**config.mk**
```make
export PLATFORM = sky130hd
export DESIGN_NAME = jt6295_accn_flat
export DESIGN_NICKNAME = d
export VERILOG_FILES = /design/src/rtl/jt6295_accn_if.sv /design/src/rtl/jt6295_accn.sv /design/src/flat_wrapper.sv
export SDC_FILE = /design/constraint.sdc
export NUM_CORES = 1
export LEC_CHECK = 0
export CAP_MARGIN = 20
export CORE_MARGIN = 1.5
export CORE_UTILIZATION = 40
export CTS_CLUSTER_DIAMETER = 60
export DETAILED_ROUTE_END_ITERATION = 12
export SETUP_SLACK_MARGIN = 0.15
export SLEW_MARGIN = 20
export SYNTH_ARGS = -nofsm -noshare
export SYNTH_HDL_FRONTEND = slang
export SYNTH_SLANG_ARGS = --single-unit
```
**constraint.sdc**
```tcl
create_clock -name clk -period 11 [get_ports clk]
set_clock_uncertainty 0.1 [all_clocks]
set_input_delay 2.2 -clock clk [delete_from_list [all_inputs] [get_ports clk]]
set_output_delay 2.2 -clock clk [all_outputs]
set_load 0.02 [all_outputs]
```
**src/rtl/jt6295_accn_if.sv**
```systemverilog
// rtl/jt6295_accn_if.sv - strobe/sample bus between the ADPCM voice engine and the channel accumulator
interface jt6295_accn_if #(
  parameter int CW = 2,
  parameter int IW = 12,
  parameter int OW = 14
);
  logic                 cen;
  logic                 cen4;
  logic [CW-1:0]        ch_in;
  logic signed [IW-1:0] sound_in;
  logic signed [OW-1:0] sound_out;
  logic                 sample;
  logic                 ovf;

  modport master (
    output cen, cen4, ch_in, sound_in,
    input  sound_out, sample, ovf
  );

  modport slave (
    input  cen, cen4, ch_in, sound_in,
    output sound_out, sample, ovf
  );
endinterface

```
**src/rtl/jt6295_accn.sv**
```systemverilog
// rtl/jt6295_accn.sv - per-channel accumulate, mix and decimate to one output sample per cen window
// Optional output saturation with overflow flag: define JT6295_ACCN_SAT_EN (default: wrap, ovf tied 0).
module jt6295_accn #(
  parameter int CH    = 4,
  parameter int IW    = 12,
  parameter int OW    = 14,
  parameter int MAXN  = 4,
  parameter int SHIFT = 0
)(
  input  logic          clk,
  input  logic          rst,
  jt6295_accn_if.slave  bus
);
  localparam int CW = (CH > 1) ? $clog2(CH) : 1;
  localparam int AW = IW + $clog2(MAXN) + $clog2(CH);
  localparam int FW = (AW > OW) ? AW : OW;
  localparam logic [CW:0] CH_L = (CW+1)'(CH);

  logic signed [AW-1:0] acc [CH];
  logic signed [AW-1:0] in_ext;
  logic signed [AW-1:0] sum;
  logic signed [AW-1:0] mix;
  logic signed [AW-1:0] shifted;
  logic signed [FW-1:0] wide;
  logic signed [OW-1:0] fmt;
  logic signed [OW-1:0] sound_out_r;
  logic [CH-1:0]        hit;
  logic                 ch_ok;
  logic                 s1_valid;
  logic                 sample_r;

  assign in_ext = AW'(bus.sound_in);
  assign ch_ok  = ({1'b0, bus.ch_in} < CH_L);

  // Out-of-range channel indices never hit, so they neither add nor load.
  always_comb begin
    hit = '0;
    for (int k = 0; k < CH; k++)
      hit[k] = bus.cen4 && ch_ok && (bus.ch_in == CW'(k));
  end

  always_ff @(posedge clk or posedge rst) begin
    if (rst) begin
      for (int k = 0; k < CH; k++)
        acc[k] <= '0;
    end else begin
      for (int k = 0; k < CH; k++) begin
        if (bus.cen)
          acc[k] <= hit[k] ? in_ext : '0;
        else if (hit[k])
          acc[k] <= acc[k] + in_ext;
      end
    end
  end

  // Mix uses the accumulators as they stood before this edge's update.
  always_comb begin
    sum = '0;
    for (int k = 0; k < CH; k++)
      sum = sum + acc[k];
  end

  assign shifted = mix >>> SHIFT;
  assign wide    = FW'(shifted);

`ifdef JT6295_ACCN_SAT_EN
  logic [FW-OW:0] hi;
  logic           clip;
  logic           ovf_r;

  always_comb begin
    hi   = wide[FW-1:OW-1];
    clip = !((&hi) || !(|hi));
    fmt  = wide[OW-1:0];
    if (clip)
      fmt = wide[FW-1] ? {1'b1, {(OW-1){1'b0}}} : {1'b0, {(OW-1){1'b1}}};
  end

  always_ff @(posedge clk or posedge rst) begin
    if (rst)
      ovf_r <= 1'b0;
    else
      ovf_r <= s1_valid && clip;
  end

  assign bus.ovf = ovf_r;
`else
  assign fmt     = OW'(wide);
  assign bus.ovf = 1'b0;
`endif

  always_ff @(posedge clk or posedge rst) begin
    if (rst) begin
      s1_valid    <= 1'b0;
      mix         <= '0;
      sound_out_r <= '0;
      sample_r    <= 1'b0;
    end else begin
      s1_valid <= bus.cen;
      sample_r <= s1_valid;
      if (bus.cen)
        mix <= sum;
      if (s1_valid)
        sound_out_r <= fmt;
    end
  end

  assign bus.sound_out = sound_out_r;
  assign bus.sample    = sample_r;
endmodule

```
**src/flat_wrapper.sv**
```systemverilog
// flat-port wrapper written by rule: the top's interface ports become plain ports
module jt6295_accn_flat 
#(
  parameter int CH    = 4,
  parameter int IW    = 12,
  parameter int OW    = 14,
  parameter int MAXN  = 4,
  parameter int SHIFT = 0
)
  (clk, rst, bus_cen, bus_cen4, bus_ch_in, bus_sound_in, bus_sound_out, bus_sample, bus_ovf);
  jt6295_accn_if #(.CW(2), .IW(IW), .OW(OW)) bus_i ();
  input  logic clk;
  input  logic rst;
  input wire logic [$bits(bus_i.cen)-1:0] bus_cen;
  input wire logic [$bits(bus_i.cen4)-1:0] bus_cen4;
  input wire logic [$bits(bus_i.ch_in)-1:0] bus_ch_in;
  input wire logic [$bits(bus_i.sound_in)-1:0] bus_sound_in;
  output wire logic [$bits(bus_i.sound_out)-1:0] bus_sound_out;
  output wire logic [$bits(bus_i.sample)-1:0] bus_sample;
  output wire logic [$bits(bus_i.ovf)-1:0] bus_ovf;
  assign bus_i.cen = bus_cen;
  assign bus_i.cen4 = bus_cen4;
  assign bus_i.ch_in = bus_ch_in;
  assign bus_i.sound_in = bus_sound_in;
  assign bus_sound_out = bus_i.sound_out;
  assign bus_sample = bus_i.sample;
  assign bus_ovf = bus_i.ovf;
  jt6295_accn #(.CH(CH), .IW(IW), .OW(OW), .MAXN(MAXN), .SHIFT(SHIFT)) u_core (.clk(clk), .rst(rst), .bus(bus_i));
endmodule
```
# After elaboration in Yosys (flattened, before gate mapping)

Index checks and enable logic that the tools add are counted.

Muxes and demuxes: 12
Reduce and logical (&&, ||, !) cells: 9
Equal/unequal tests: 3
Add/sub/neg operators: 7

Operators with widths:

| kind                                                                  | count |
|---|---|
| 16-bit 2-to-1 mux                                                     | 12 |
| 16-bit by 12-bit adder with 16-bit output                             | 4 |
| 14-bit adder                                                          | 3 |
| 2-bit nonzero test                                                    | 4 |
| 2-bit equality test, second input constant                            | 2 |
| 1-bit logical AND                                                     | 4 |
| 2-bit by 1-bit equality test with 1-bit output, second input constant | 1 |
| 2-bit logical NOT                                                     | 1 |

Logic and storage cells: 39
Flip-flop bits (word level): 94
Output and inout port bits: 16

# Logic depth before layout (Yosys ltp)

Depth after elaboration: 4
Depth in mapped cells: 12
Mapped depth without buffers: 12

# Worst setup path after synthesis

OpenSTA, ideal clock, no wires.

Path type: input-to-reg
Start: in bus_sound_in[1]
End: reg u_core.acc[45] (netlist name)
Library setup time: 0.118 ns
Data arrival time: 3.832 ns
Stages: 7
Path slack: 6.950 ns
Cells stage by stage: ha_1 a211oi_2 o211ai_2 a41o_1 o21a_1 mux2_1 a21o_1

Cells in the longest elaborated chain, start to end: 3

RTL lines:

| element                                   | line               | RTL |
|---|---|---|
| start, declared                           | flat_wrapper.sv:17 | `input wire logic [$bits(bus_i.sound_in)-1:0] bus_sound_in;` |
| 16-bit by 12-bit adder with 16-bit output | jt6295_accn.sv:51  | `acc[k] <= acc[k] + in_ext;` |
| 16-bit 2-to-1 mux                         | jt6295_accn.sv:50  | `else if (hit[k])` |
| 16-bit 2-to-1 mux                         | jt6295_accn.sv:48  | `if (bus.cen)` |
| end signal, assigned by index             | jt6295_accn.sv:49  | `acc[k] <= hit[k] ? in_ext : '0;` |
| end signal, assigned by index             | jt6295_accn.sv:51  |  |
| end, declared                             | jt6295_accn.sv:19  | `logic signed [AW-1:0] acc [CH];` |

No other way between the ends. The select of a mux whose other input is x is not followed.
A chain may end at the register's enable or synchronous reset.

# Final worst setup path

Start: in bus_sound_in[11]
End: reg u_core.acc[45] (netlist name)

Cells in the longest elaborated chain, start to end: 3

RTL lines:

| element                                   | line |
|---|---|
| 16-bit by 12-bit adder with 16-bit output | jt6295_accn.sv:51 |
| 16-bit 2-to-1 mux                         | jt6295_accn.sv:50 |
| 16-bit 2-to-1 mux *                       | jt6295_accn.sv:48 |

Mark *: on every way between the ends. The rest lies on a longest branch, timed or not. The select of a mux whose other input is x is not followed.

==> results.toml <==
[run_status]
outcome = "complete, no violations"

[yosys]
synthTopCellsByArea = "dfrtp_1 29%, ha_1 11%, fa_1 8.2%"
synth_edf_count = 0
synth_top_family_by_area = "compound AO/OA/AOI/OAI gates"
ys_warn_count = 0
synth_flop_cell = "dfrtp_1"
yosys.area.top_type = "dfrtp_1"
async_flop_share_pct = 100
synth_area_um2 = 7330
ys_ff_latch = 86
synthMuxAreaShare_pct = 5.40
synth-simple-area-share_pct = 11.2
yosys.area.top_type_share_pct = 29.4
ys_types = 56
synth.net_count = 939
syn_area_per_cell_um2 = 8.87
synth_xor_area_share_pct = 4.42
synth-compound-area-share_pct = 24.6
synth_cells = 826
ys_seq_area_share_pct = 29.4
synth_fa_ha_area_share_pct = 19.3

[sta]
grt_setup_unrepaired = "no"
hold_viol_final = 0
worst_slew_pin_slew_ns = 0.927
relSlewSlack_pct = 38.0
fin_crit_sh_pct = 41.7
fin_hold_ws_ns = 0.392
timing.final.ws_setup_ns = 6.41
setup-violations-final = 0
drv_slew = 0
period_needed_ns = 4.59
fmax_mhz = 218
finalSetupTns_ns = 0

[worst_setup_path]
crit_required_ns = 11.15
start_kind = "input pin"
cp.arrival_ns = 4.74
r2r_cells = 12
endpoint_kind = "flop"
worstSetupPathType = "in -> reg"
crit_fanout = 19
r2r_slack_ns = 6.94

[pwr]
ir_drop_v = 0.0000887
total_power_mw = 1.27
power_switching_uw = 428
leakagePower_nw = 3.65
clkPwrFrac_pct = 30.4
pwr-share-comb_pct = 36.7
internal_power_uw = 840
pwr-share-seq_pct = 32.9
sw_frac_of_total_pct = 33.8
powerDensity_nw_per_um2 = 154

[global_routing]
grt_max_degree = 72
first_global_vias = 5876
grt_first_pass_wirelength_mm = 30.6
grt_util_all_layers_pct = 19.8
grt_overflow = 0
antenna_found_initial = 0

[place]
dp_hpwl_mm = 13.8
portBuffers = 32
pre_cts_slack_ns = 6.06
routabilityCongestion = 0.876

[clock_network]
cts_buffer_depth = 2
cts-resized-gates = 0
cts_buffers = 9
cts_sinks = 86
clkLatencyLatePin_ns = 0.35
root_buffer = "clkbuf_16"
hold_buffers = 0
path_clk_slew_ns = 0.07
cts_max_level = 3
cts_setup_buffers = 0
tritoncts = "done"

[drt]
via_per_inst = 5.60
drcViolationCount = 0
vias = 6057
routedWlPerCell_um = 16.7
dr.pass1.iters = 5
ant_nets = 0
drt_wl_total_mm = 18.1
drt_first_iter_violations = 324

[cells_and_area]
nFillCells = 1769
finish.utilization_pct = 45.7
layout.area.seq_um2 = 2150
area_growth_pct = 12.0
multi_input_area_um2 = 4760
antenna_cells = 0
final_layout_size_suffix_gt1_share_pct = 7.04
fin_nets = 960

[floorplanning]
core_area_um2 = 18000
die_w_um = 138
ios = 34
initial_core_util_pct = 40.8
die_h_um = 138
die_area_um2 = 19100
rows = 49

[hold_path]
min_path_cells = 1
hp-class = "reg -> reg"

[run]
maxCapViolCount = 0
[area by class of cell]
type                            count  area share, %
Tap cell                          229           3.49
Clock inverter                      7           1.77
Timing Repair Buffer               37           4.30
Inverter                           76           3.49
Multi-Input combinational cell    637           58.0
Clock buffer                        9           2.74
Sequential cell                    86           26.2
[per-layer routing]
layer / vias up / global-route usage, % / wire length, µm
met1: 2879 / 28.4 / 9060
met3: 20 / 2.36 / 767
met5: - / 0 / 0
li1: 3022 / - / -
met2: 136 / 30.9 / 7920
met4: 0 / 6.70 / 311
[logic make-up after synthesis]
logic type | count (synthesis)
xor gates and xnor gates | 37
muxes | 36
and+or+nand+nor | 184
DFF | 86
AOI/OAI and AO/OA | 284
other | 1
buffers and inverters | 103
adders and majority gates | 95
[path summary, 6_finish.rpt]
kind	start	to
worst max-delay path	bus_sound_in[11]	u_core.acc[45]
worst min-delay path	u_core.mix[4]	u_core.mix[4]
worst max register to register	u_core.acc[1]	u_core.mix[11]
worst min register to register	u_core.mix[4]	u_core.mix[4]
max in group asynchronous	rst	u_core.acc[19]
min in group asynchronous	rst	u_core.mix[13]
[flip-flops by register name, summed over array words and instances (netlist names)]
signal,flops
u_core.bus.sound_out,14
u_core.mix,14
u_core.s1_valid,1
u_core.bus.sample,1
u_core.acc,56
[synthesized netlist by cell type (9+ instances only)]
cell and count:
a21oi_1 74, mux2i_1 11, mux2_2 22, nor3_1 15
o21ai_0 58, nand2_1 53, a31oi_1 12, clkbuf_1 20
dfrtp_1 86, inv_1 75, fa_1 30, ha_1 65
a21o_1 23, o21a_1 12, o22ai_1 30, xnor2_1 34
nand3_1 13, a211oi_1 13, o211ai_1 9, nor2_1 71
[power by group through the flow]
stage / clock network, mW / logic [mW] / registers (mW)
after floorplan: 0 / 0.310 / 0.442
after global placement: 0 / 0.460 / 0.421
after detailed placement: 0 / 0.465 / 0.424
after CTS: 0.395 / 0.468 / 0.418
after global routing: 0.406 / 0.522 / 0.429
final: 0.385 / 0.465 / 0.417
[metrics by stage]
stage,std cells,instance area [µm²]
final,1081,8210
after global routing,1081,8210
after CTS,1081,8210
after detailed placement,1065,7840
after global placement,1065,7840
after floorplan,826,7330
[critical path, cell delays in order]
cell and delay, ns:
clkdlybuf4s50_1 0.98, ha_1 0.41, or3_1 0.36, o21ai_0 0.08, a31oi_1 0.08, o21a_1 0.14
mux2_1 0.32, a21o_1 0.15
[cells in the final DEF, fill, tap and decap left out, types with 4 or more instances in the layout]
| master | instances |
|---|---|
| a211oi_1 | 13 |
| a21o_1 | 23 |
| a21oi_1 | 74 |
| a31oi_1 | 12 |
| and3_1 | 5 |
| buf_4 | 5 |
| bufinv_16 | 4 |
| clkbuf_16 | 9 |
| clkdlybuf4s50_1 | 31 |
| dfrtp_1 | 86 |
| fa_1 | 30 |
| ha_1 | 65 |
| inv_1 | 74 |
| mux2_2 | 22 |
| mux2i_1 | 11 |
| nand2_1 | 53 |
| nand3_1 | 13 |
| nand3b_1 | 5 |
| nor2_1 | 71 |
| nor2b_1 | 8 |
| nor3_1 | 15 |
| o211ai_1 | 9 |
| o21a_1 | 12 |
| o21ai_0 | 58 |
| o21ai_1 | 6 |
| o21bai_1 | 6 |
| o221ai_1 | 4 |
| o22ai_1 | 30 |
| o311ai_0 | 5 |
| o31a_1 | 5 |
| xnor2_1 | 34 |
Power figures use the tool's default switching activity.
